--- src/rtl/jk_bank_driver.sv ---
// jk_bank_driver: loads a bank of WIDTH JK flip-flops with a requested pattern.
//
// The controller latches a target when start is accepted, drives one J/K update pulse
// derived from the JK excitation table and the bank's q feedback, then reads q back.
// On a mismatch it retries up to MAX_RETRY extra times before raising the sticky err flag.
//
// Ports:
//   clk     in   system clock, all logic on posedge
//   reset   in   synchronous active-low reset
//   start   in   load request, sampled only while idle
//   target  in   desired q pattern, latched when start is accepted
//   q_fb    in   q outputs of the JK bank
//   j, k    out  registered J/K inputs to the bank
//   busy    out  high from start acceptance until done
//   done    out  one-cycle pulse at the end of an operation (success or error)
//   err     out  sticky readback-failure flag, cleared by the next accepted start
//
// Build option: define JK_BANK_DRIVER_TOGGLE_EN to drive changing bits with j=k=1 (toggle)
// instead of the default set/reset encoding. Timing is identical in both builds.

module jk_bank_driver #(
  parameter int unsigned WIDTH     = 4,
  parameter int unsigned MAX_RETRY = 2
) (
  input  logic             clk,
  input  logic             reset,
  input  logic             start,
  input  logic [WIDTH-1:0] target,
  input  logic [WIDTH-1:0] q_fb,
  output logic [WIDTH-1:0] j,
  output logic [WIDTH-1:0] k,
  output logic             busy,
  output logic             done,
  output logic             err
);

  localparam logic [2:0] MaxRetry = 3'(MAX_RETRY);

  typedef enum logic [1:0] {StIdle, StDrive, StWait, StCheck} state_e;

  state_e           state_q, state_d;
  logic [WIDTH-1:0] j_q, j_d;
  logic [WIDTH-1:0] k_q, k_d;
  logic [WIDTH-1:0] tgt_q, tgt_d;
  logic [2:0]       retry_cnt_q, retry_cnt_d;
  logic             busy_q, busy_d;
  logic             done_q, done_d;
  logic             err_q, err_d;

  // Bits whose current q differs from the latched target.
  logic [WIDTH-1:0] diff;
  logic [WIDTH-1:0] j_drive;
  logic [WIDTH-1:0] k_drive;

  assign diff = q_fb ^ tgt_q;

`ifdef JK_BANK_DRIVER_TOGGLE_EN
  assign j_drive = diff;
  assign k_drive = diff;
`else
  // Set bits that must rise, reset bits that must fall; j and k are never both high.
  assign j_drive = diff & tgt_q;
  assign k_drive = diff & ~tgt_q;
`endif

  always_comb begin
    state_d     = state_q;
    j_d         = '0;
    k_d         = '0;
    tgt_d       = tgt_q;
    retry_cnt_d = retry_cnt_q;
    busy_d      = busy_q;
    done_d      = 1'b0;
    err_d       = err_q;

    unique case (state_q)
      StIdle: begin
        if (start) begin
          tgt_d       = target;
          retry_cnt_d = '0;
          err_d       = 1'b0;
          busy_d      = 1'b1;
          state_d     = StDrive;
        end
      end
      StDrive: begin
        j_d     = j_drive;
        k_d     = k_drive;
        state_d = StWait;
      end
      StWait: begin
        // The bank samples the pulse at this edge; drop j/k back to hold.
        state_d = StCheck;
      end
      StCheck: begin
        if (diff == '0) begin
          done_d  = 1'b1;
          busy_d  = 1'b0;
          state_d = StIdle;
        end else if (retry_cnt_q < MaxRetry) begin
          retry_cnt_d = retry_cnt_q + 3'd1;
          state_d     = StDrive;
        end else begin
          err_d   = 1'b1;
          done_d  = 1'b1;
          busy_d  = 1'b0;
          state_d = StIdle;
        end
      end
      default: state_d = StIdle;
    endcase
  end

  always_ff @(posedge clk) begin
    if (!reset) begin
      state_q     <= StIdle;
      j_q         <= '0;
      k_q         <= '0;
      tgt_q       <= '0;
      retry_cnt_q <= '0;
      busy_q      <= 1'b0;
      done_q      <= 1'b0;
      err_q       <= 1'b0;
    end else begin
      state_q     <= state_d;
      j_q         <= j_d;
      k_q         <= k_d;
      tgt_q       <= tgt_d;
      retry_cnt_q <= retry_cnt_d;
      busy_q      <= busy_d;
      done_q      <= done_d;
      err_q       <= err_d;
    end
  end

  assign j    = j_q;
  assign k    = k_q;
  assign busy = busy_q;
  assign done = done_q;
  assign err  = err_q;

endmodule

--- config.mk ---
export PLATFORM = sky130hd
export DESIGN_NAME = jk_bank_driver
export DESIGN_NICKNAME = d
export VERILOG_FILES = /design/src/rtl/jk_bank_driver.sv
export SDC_FILE = /design/constraint.sdc
export NUM_CORES = 1
export LEC_CHECK = 0
export CAP_MARGIN = 20
export CELL_PAD_IN_SITES_DETAIL_PLACEMENT = 1
export CELL_PAD_IN_SITES_GLOBAL_PLACEMENT = 2
export CORE_MARGIN = 5
export CORE_UTILIZATION = 33
export CTS_BUF_LIST = sky130_fd_sc_hd__clkbuf_4 sky130_fd_sc_hd__clkbuf_8
export CTS_CLUSTER_SIZE = 16
export DETAILED_ROUTE_END_ITERATION = 7
export GPL_ROUTABILITY_DRIVEN = 0
export PLACE_DENSITY = 0.83
export SLEW_MARGIN = 0
export SYNTH_ARGS = -nofsm -noshare
export SYNTH_HDL_FRONTEND = slang
export SYNTH_SLANG_ARGS = --single-unit
--- constraint.sdc ---
create_clock -name clk -period 2.25 [get_ports clk]
set_input_delay 0.225 -clock clk [delete_from_list [all_inputs] [get_ports clk]]
set_output_delay 0.225 -clock clk [all_outputs]
set_load 0.01 [all_outputs]
==> Flow_metrics.wiki, run 1 <==
{| class="wikitable"
! Metric !! Value
|-
| Outcome || completed
|-
| Ys Warns || 0
|-
| Initial antenna violation count || 0
|-
| Starting density of the core || 34.55%
|-
| Post-cts hold buffer count || 0
|-
| # resized after CTS || 0
|-
| Crit path capture type || register
|-
| Number of distinct library cells after synthesis || 27
|-
| Worst-case vdd ir drop || approximately 0.54 mV
|-
| Core region area || around 2800 µm²
|-
| Number of nets produced by synthesis || roughly 120
|-
| Relative area change from synthesis to final layout || 29.69%
|-
| Unrepaired setup endpoints after global routing || no
|-
| Total grt overflow || 0
|-
| Net count, final || between 100 and 150
|-
| Total number of H-tree levels || 1
|-
| Global-route usage over all layers || between 10% and 20%
|-
| Post-DP HPWL || about 1.8 mm
|-
| Root Buffer Master || clkbuf_4
|-
| Buffer count from post-CTS setup fixing || 0
|-
| DR vias || a little under 800
|-
| Width of the die || roughly 64 µm
|-
| Drt wl/cell || 15.17 µm
|-
| Final setup viols || 0
|-
| Row count || 19
|-
| First-pass GRT wire length || between 4 and 5 mm
|-
| Fin Setup TNS || 0 ns
|-
| Remaining number of nets flagged by the antenna check after routing || 0
|-
| Final instance count without filler cells || roughly 150
|-
| Tightest Pin Transition || 0.4265 ns
|-
| Register-to-register path setup slack || between 0.5 and 0.6 ns
|-
| Antenna diode count || 0
|-
| Average size of a mapped cell || 9.706 µm²
|-
| Clock slew at reported path FFs || approximately 0.12 ns
|-
| TritonCTS Buffers || 3
|-
| Power density of the placed cells || 986.3 nW/µm²
|-
| LEAKAGE || roughly 0.56 nW
|-
| Clock Skew || ~0.0083 ns
|-
| First-pass iteration count of the detailed router || 3
|-
| Fill cell total of the finished layout || around 340
|-
| Hold Vio Cnt, Final || 0
|-
| Maximum net fanout on the critical path || 10
|-
| Clock tree from TritonCTS || done
|-
| Classification of the worst setup path || reg2reg
|-
| Startpoint type of the worst setup path || register
|-
| Die ar. || roughly 4000 µm²
|-
| Total count of max-transition violations in the final report || 0
|-
| Cell total after placement || between 100 and 150
|-
| Max transition margin || a little under three quarters
|-
| Arrival time worst endpoint || approximately 1.9 ns
|-
| Final hold slack || 0.4882 ns
|-
| Final design utilization || between 40% and 50%
|-
| Vias in the first global route || between 800 and 900
|-
| Detailed router's first-iteration violation count || 18
|-
| Clock buffer depth || 2
|-
| Sequential fraction of the synthesis area || about two fifths
|-
| Final Cell Area || between 1000 and 1500 µm²
|-
| Max Fclk || 575.6 MHz
|-
| Number of synthesized register bits || 20
|-
| DRC Markers || 0
|-
| Gate Count Post-Synth || slightly below 100
|-
| Number of ports placed on the die boundary || 22
|-
| Largest net degree at the start of global routing || 14
|-
| Worst-skew pair later-pin latency || about 0.30 ns
|-
| Post-synth design cell area || a little under 1000 µm²
|-
| Max-cap violations || 0
|-
| Area of placed instances || between 1000 and 1500 µm²
|-
| Fin crit period || between 1.5 and 2 ns
|-
| Period utilization || around 77%
|-
| Layout cells sized above 1 || between 5 and 6%
|-
| Post-detailed-routing wire length || ~2.3 mm
|-
| Die height || 63.96 µm
|-
| Sinks on the clock net || 20
|-
| Required time at the worst-slack endpoint || 2.45 ns
|-
| DR vias/cell || 5.099
|-
| IO Port Bufs || 21
|-
| Worst hold path type || in2reg
|}
-- synthesized netlist by cell type --
master    instances  area (µm²)
a211oi_1          1       7.510
a211oi_4          1       20.02
a21boi_0          4       30.03
a21oi_1           3       15.01
a311oi_1          1       8.760
a32o_1            1       10.01
and3_1           10       62.56
and4_1            1       8.760
buf_2             1       5.000
buf_4             1       7.510
buf_6             1       11.26
clkbuf_1          2       7.510
dfxtp_1          20       400.4
ha_1             12       150.1
inv_1            11       41.29
mux2i_1           4       40.04
nand2_1           7       26.28
nand2b_1          1       6.260
nand3_1           6       30.03
nand3b_1          2       15.01
nand4_1           2       12.51
nor2_1            1       3.750
nor2b_1           1       6.260
nor3b_1           1       7.510
o211a_1           1       10.01
o21a_1            1       7.510
o21ai_0           2       10.01
-- report_power, final --
group          total [W]  switching, W  internal (W)
clock           0.000295      0.000115      0.000180
combinational   0.000459      0.000252      0.000207
sequential      0.000475     0.0000539      0.000421
-- sequential cells by signal, summed over array words and instances, names as in the netlist --
register / cells
busy: 1
done: 1
err: 1
j: 4
k: 4
retry_cnt_q: 3
state_q: 2
tgt_q: 4
-- routing by layer --
metal  vias up  GRT usage, %  wire length, µm
li1        382             -                -
met1       381         13.80              983
met2        10         23.12             1228
met3         2         2.452               76
met4         0         5.455               18
met5         -             0                0
-- path summary, 6_finish.rpt --
kind	end	cells after the start	from
worst max-delay path	err	5	state_q[0]
worst min-delay path	tgt_q[1]	3	target[1]
worst max register to register	err	5	state_q[0]
worst min register to register	retry_cnt_q[0]	2	retry_cnt_q[0]
-- layout by cell type (no fill, tap or decap) --
cell	n
a211oi_4	1
nand3_1	6
and4_1	1
o211a_1	1
and3_1	10
a21oi_1	3
a211oi_1	1
a32o_1	1
ha_1	12
o21a_1	1
nor2_1	1
mux2i_1	4
nand4_1	2
clkdlybuf4s50_1	21
nor2b_1	1
a21boi_0	4
nor3b_1	1
nand3b_1	2
bufinv_16	1
o21ai_0	2
buf_4	2
nand2b_1	1
a311oi_1	1
nand2_1	7
dfxtp_1	20
clkbuf_4	3
inv_1	11
-- worst max-delay path, stage by stage (launching register included) --
cell and delay, ns:
dfxtp_1 0.37, inv_1 0.10, ha_1 0.39, mux2i_1 0.42, a211oi_1 0.12, o211a_1 0.23
-- kinds of logic after synthesis --
group	Yosys count	synth area share, %
and+or+nand+nor	32	18.62
DFF	20	41.67
buffers and inverters	16	7.552
AOI/OAI and AO/OA	15	12.37
adders and majority gates	12	15.62
muxes	4	4.167
-- metrics by stage --
stage           power, W  worst slack [ns]
6_report        0.001229            0.5128
5_1_grt         0.001327            0.3537
4_1_cts         0.001248            0.5263
3_5_place_dp   0.0009410            0.3108
3_3_place_gp   0.0009130            0.3634
2_1_floorplan  0.0007958            0.8070
-- area by class of cell --
type | count | area [µm²] | area share [%]
Multi-Input combinational cell | 63 | 488.0 | 39.16
Timing Repair Buffer | 23 | 225.2 | 18.07
Tap cell | 31 | 38.79 | 3.112
Clock buffer | 3 | 22.52 | 1.807
Sequential cell | 20 | 400.4 | 32.13
Inverter | 11 | 41.29 | 3.313
Clock inverter | 1 | 30.03 | 2.410
Note: power is estimated with default switching activity, not from simulation.
==> run 2: changes to the inputs <==
--- a/config.mk
+++ b/config.mk
@@ -9,12 +9,12 @@
 export CELL_PAD_IN_SITES_DETAIL_PLACEMENT = 1
 export CELL_PAD_IN_SITES_GLOBAL_PLACEMENT = 2
 export CORE_MARGIN = 5
-export CORE_UTILIZATION = 33
+export CORE_UTILIZATION = 31
 export CTS_BUF_LIST = sky130_fd_sc_hd__clkbuf_4 sky130_fd_sc_hd__clkbuf_8
 export CTS_CLUSTER_SIZE = 16
 export DETAILED_ROUTE_END_ITERATION = 7
 export GPL_ROUTABILITY_DRIVEN = 0
-export PLACE_DENSITY = 0.83
+export PLACE_DENSITY = 0.78
 export SLEW_MARGIN = 0
 export SYNTH_ARGS = -nofsm -noshare
 export SYNTH_HDL_FRONTEND = slang
==> constraint.sdc (replaced) <==
create_clock -name clk -period 1.7 [get_ports clk]
set_input_delay 0.17 -clock clk [delete_from_list [all_inputs] [get_ports clk]]
set_output_delay 0.17 -clock clk [all_outputs]
set_load 0.01 [all_outputs]
==> Flow_metrics.wiki, run 2 (same netlist as run 1, synthesis figures left out) <==
{| class="wikitable"
! Metric !! Value
|-
| Worst-skew pair later-pin latency || 0.31 ns
|-
| Remaining number of nets flagged by the antenna check after routing || 0
|-
| Buffer count from post-CTS setup fixing || 0
|-
| Cell total after placement || 156
|-
| Drt wl/cell || 13.16 µm
|-
| Root Buffer Master || clkbuf_4
|-
| Post-DP HPWL || about 1.7 mm
|-
| Worst-case vdd ir drop || 0.6159 mV
|-
| Global-route usage over all layers || 11.49%
|-
| Arrival time worst endpoint || roughly 1.8 ns
|-
| Row count || 20
|-
| Crit path capture type || register
|-
| Clock slew at reported path FFs || roughly 0.13 ns
|-
| First-pass iteration count of the detailed router || 4
|-
| DR vias || 771
|-
| Classification of the worst setup path || reg2reg
|-
| Final instance count without filler cells || between 150 and 200
|-
| Sequential cell area || between 400 and 500 µm²
|-
| Largest net degree at the start of global routing || 13
|-
| Width of the die || 65.68 µm
|-
| Final Cell Area || 1294 µm²
|-
| IO Port Bufs || 21
|-
| Starting density of the core || roughly 32%
|-
| Net count, final || roughly 150
|-
| Post-cts hold buffer count || 0
|-
| Max Fclk || 637.7 MHz
|-
| Die ar. || 4313 µm²
|-
| Clock Skew || about 0.015 ns
|-
| Area of placed instances || approximately 1200 µm²
|-
| TritonCTS Buffers || 3
|-
| Required time at the worst-slack endpoint || 1.93 ns
|-
| Max-cap violations || 0
|-
| Total count of max-transition violations in the final report || 0
|-
| Hold Vio Cnt, Final || 0
|-
| Most common cell after layout, fill and taps aside || clkdlybuf4s50_1
|-
| LEAKAGE || 0.5932 nW
|-
| Post-detailed-routing wire length || ~2.1 mm
|-
| Startpoint type of the worst setup path || register
|-
| Fin crit period || ~1.6 ns
|-
| Vias in the first global route || between 800 and 900
|-
| Detailed router's first-iteration violation count || 10
|-
| Register-to-register path setup slack || around 0.13 ns
|-
| Initial antenna violation count || 0
|-
| Relative area change from synthesis to final layout || 34.64%
|-
| Number of ports placed on the die boundary || 22
|-
| DR vias/cell || approximately 4.8
|-
| Final setup viols || 0
|-
| Layout cells sized above 1 || between 10% and 20%
|-
| Worst setup slack before clock tree synthesis || -0.1969 ns
|-
| Hold Path Stages || 3
|-
| Period utilization || between 90 and 100%
|-
| Total number of H-tree levels || 1
|-
| Fin Setup TNS || 0 ns
|-
| Tot Pwr || 0.001643 W
|-
| Die height || between 60 and 70 µm
|-
| Setup WS post-layout || 0.1318 ns
|-
| Total grt overflow || 0
|-
| Unrepaired setup endpoints after global routing || no
|-
| Tightest Pin Transition || 0.3543 ns
|-
| Core region area || around 3000 µm²
|-
| First-pass GRT wire length || about 3.8 mm
|-
| Outcome || completed
|-
| Clock buffer depth || 2
|-
| # resized after CTS || 0
|-
| Sinks on the clock net || 20
|-
| Power density of the placed cells || roughly 1300 nW/µm²
|-
| Worst hold path type || in2reg
|-
| Fill cell total of the finished layout || ~350
|-
| Highest-count cells in the layout ignoring fill and taps || 21 x clkdlybuf4s50_1, 20 x dfxtp_1, 12 x ha_1, 11 x inv_1, 10 x and3_1
|-
| Antenna diode count || 0
|-
| Maximum net fanout on the critical path || 5
|-
| Max transition margin || about 76%
|-
| DRC Markers || 0
|-
| Clock tree from TritonCTS || done
|-
| Area occupied by multi-input gates || roughly 490 µm²
|-
| Worst r2r path cells || 5
|}
run 2: changes by cell type in the layout (fill, tap and decap cells not counted):
cell | before | now
buf_4 | 2 | 8
run 2: power by group:
part / total [W] / internal (W) / switching (W)
Clock: 0.000394 / 0.000238 / 0.000156
Sequential: 0.000624 / 0.000557 / 0.0000672
Combinational: 0.000626 / 0.000305 / 0.000321
Total: 0.00164 / 0.00110 / 0.000544
run 2: path summary, 6_finish.rpt:
path	to	startpoint
hold / removal	tgt_q[2]	target[2]
hold reg to reg	retry_cnt_q[0]	retry_cnt_q[0]
setup / recovery	retry_cnt_q[1]	state_q[0]
setup reg to reg	retry_cnt_q[1]	state_q[0]
run 2: layout make-up:
| type | instances | area share (%) |
|---|---|---|
| Inverter | 11 | 3.191 |
| Multi-Input combinational cell | 63 | 37.72 |
| Clock buffer | 3 | 1.741 |
| Clock inverter | 1 | 2.321 |
| Sequential cell | 20 | 30.95 |
| Timing Repair Buffer | 29 | 20.89 |
| Tap cell | 33 | 3.191 |
run 2: metrics by stage:
| step | util, % | hold WS [ns] |
|---|---|---|
| finish | 43.08 | 0.4181 |
| global route | 43.08 | 0.4211 |
| CTS | 43.08 | 0.4198 |
| detailed placement | 41.33 | 0.4865 |
| global placement | 41.33 | 0.4782 |
| floorplan | - | 0.3118 |
run 2: per-layer routing:
layer	track usage, %	wire [µm]	part of all wire [%]	vias to the layer above
li1	-	-	-	394
met1	13.44	975	46	363
met2	19.52	1037	49	12
met3	3.248	73	3.5	2
met4	4.663	19	0.90	0
met5	0	0	0	-
run 2: worst max-delay path: stages, from the launching register on:
cell	delay, ns
dfxtp_1	0.44
inv_1	0.08
ha_1	0.25
mux2i_1	0.19
a211oi_4	0.31
mux2i_1	0.22
==> run 3: changes to the inputs <==
--- a/config.mk
+++ b/config.mk
@@ -14,7 +14,7 @@
 export CTS_CLUSTER_SIZE = 16
 export DETAILED_ROUTE_END_ITERATION = 7
 export GPL_ROUTABILITY_DRIVEN = 0
-export PLACE_DENSITY = 0.78
+export PLACE_DENSITY_LB_ADDON = 0.25
 export SLEW_MARGIN = 0
 export SYNTH_ARGS = -nofsm -noshare
 export SYNTH_HDL_FRONTEND = slang
==> Flow_metrics.wiki, run 3 (same netlist as run 1, synthesis figures left out) <==
{| class="wikitable"
! Metric !! Value
|-
| Total number of H-tree levels || 1
|-
| Die ar. || 4313 µm²
|-
| Clock Skew || 0.01138 ns
|-
| Arrival time worst endpoint || about 1.8 ns
|-
| Clock tree from TritonCTS || done
|-
| IO Port Bufs || 21
|-
| Width of the die || between 60 and 70 µm
|-
| LEAKAGE || 0.5737 nW
|-
| Register-to-register path setup slack || between 0.15 and 0.2 ns
|-
| Final setup viols || 0
|-
| Buffer count from post-CTS setup fixing || 0
|-
| Worst-case vdd ir drop || 0.5465 mV
|-
| Layout cells sized above 1 || between 8 and 9%
|-
| Total grt overflow || 0
|-
| Tightest Pin Transition || 0.3664 ns
|-
| First-pass GRT wire length || between 3 and 4 mm
|-
| Fin Setup TNS || 0 ns
|-
| Most common cell after layout, fill and taps aside || clkdlybuf4s50_1
|-
| DRC Markers || 0
|-
| Power density of the placed cells || around 1200 nW/µm²
|-
| Global routing met1 resource utilization || about an eighth
|-
| Classification of the worst setup path || in2reg
|-
| Maximum net fanout on the critical path || 3
|-
| Total count of max-transition violations in the final report || 0
|-
| Outcome || completed
|-
| Relative area change from synthesis to final layout || 30.73%
|-
| Max-cap violations || 0
|-
| TritonCTS Buffers || 3
|-
| Row count || 20
|-
| DR vias/cell || a little under 5
|-
| Root Buffer Master || clkbuf_4
|-
| Most congested layer reported by global routing || met2
|-
| Area of placed instances || around 1200 µm²
|-
| Sinks on the clock net || 20
|-
| Drt wl/cell || roughly 13 µm
|-
| Die height || ~66 µm
|-
| Global-route met3 utilization || between 4 and 5%
|-
| Met2 capacity usage during global routing || between 10% and 20%
|-
| Required time at the worst-slack endpoint || roughly 1.9 ns
|-
| Global-route usage over all layers || a little under an eighth
|-
| Detailed router's first-iteration violation count || 17
|-
| Final design utilization || around two fifths
|-
| Number of ports placed on the die boundary || 22
|-
| Vias in the first global route || a little over 800
|-
| DR vias || about 770
|-
| Unrepaired setup endpoints after global routing || no
|-
| Period utilization || roughly 92%
|-
| Critical path cell sequence || clkdlybuf4s50_1 -> inv_1 -> ha_1 -> and4_1 -> a211oi_4 -> mux2i_1
|-
| Crit path capture type || register
|-
| Highest-count cells in the layout ignoring fill and taps || 21 x clkdlybuf4s50_1, 20 x dfxtp_1, 12 x ha_1, 11 x inv_1, 10 x and3_1
|-
| # resized after CTS || 0
|-
| Hold Vio Cnt, Final || 0
|-
| Startpoint type of the worst setup path || primary input
|-
| Final hold slack || about 0.42 ns
|-
| Fin crit period || 1.567 ns
|-
| Max Fclk || approximately 640 MHz
|-
| First-pass iteration count of the detailed router || 4
|-
| Starting density of the core || 32.00%
|-
| Final Cell Area || about 1300 µm²
|-
| Post-cts hold buffer count || 0
|-
| Clock buffer depth || 2
|-
| Core region area || 3003 µm²
|-
| Worst-skew pair later-pin latency || approximately 0.3 ns
|-
| Max transition margin || roughly 75%
|-
| Post-DP HPWL || about 1.7 mm
|-
| Clock slew at reported path FFs || ~0.12 ns
|-
| Worst stage delay on the critical path || around 0.50 ns
|-
| Initial antenna violation count || 0
|-
| Post-detailed-routing wire length || between 2 and 2.5 mm
|-
| Antenna diode count || 0
|-
| Net count, final || 150
|-
| Tot Pwr || roughly 0.0015 W
|-
| Largest net degree at the start of global routing || 14
|-
| Worst hold path type || in2reg
|-
| Slowest stage cell on the critical path || clkdlybuf4s50_1
|-
| Remaining number of nets flagged by the antenna check after routing || 0
|}
==> run 3: path summary, 6_finish.rpt <==
kind	from	end	depth (start not counted)
min reg2reg	retry_cnt_q[0]	retry_cnt_q[0]	2
min	target[1]	tgt_q[1]	3
max	q_fb[1]	retry_cnt_q[1]	6
max reg2reg	state_q[0]	retry_cnt_q[1]	5
==> run 3: critical path, delay by kind of cell <==
| family | cells | cell delay [ns] |
|---|---|---|
| muxes | 1 | 0.22 |
| buffers and inverters | 2 | 0.55 |
| and+or+nand+nor | 1 | 0.23 |
| AOI/OAI and AO/OA | 1 | 0.32 |
| adders and majority gates | 1 | 0.31 |
==> run 3: power by group <==
part           switching [W]  leakage [nW]  internal, W
clock               0.000142        0.0138    0.0000826
sequential         0.0000651         0.163     0.000556
combinational       0.000319         0.397     0.000298
total               0.000526         0.574     0.000937
==> run 3: final cells by class <==
| class | count | area (µm²) |
|---|---|---|
| timing repair buffer | 28 | 262.8 |
| multi-input combinational | 63 | 488.0 |
| tap | 33 | 41.29 |
| fill | 352 | 1747 |
| inverter | 11 | 41.29 |
| clock buffer | 3 | 22.52 |
| sequential | 20 | 400.4 |
==> run 3: per-stage QoR <==
step           setup WS [ns]  cells
3_5_place_dp         -0.1827    155
6_report              0.1330    158
2_1_floorplan         0.2570     99
3_3_place_gp         -0.1343    155
5_1_grt              0.04318    158
4_1_cts               0.1315    158
==> run 3: metal layers <==
metal | wire length (µm) | vias up
met4 | 19 | 0
met5 | 0 | -
li1 | - | 391
met1 | 934 | 358
met3 | 108 | 2
met2 | 1021 | 16
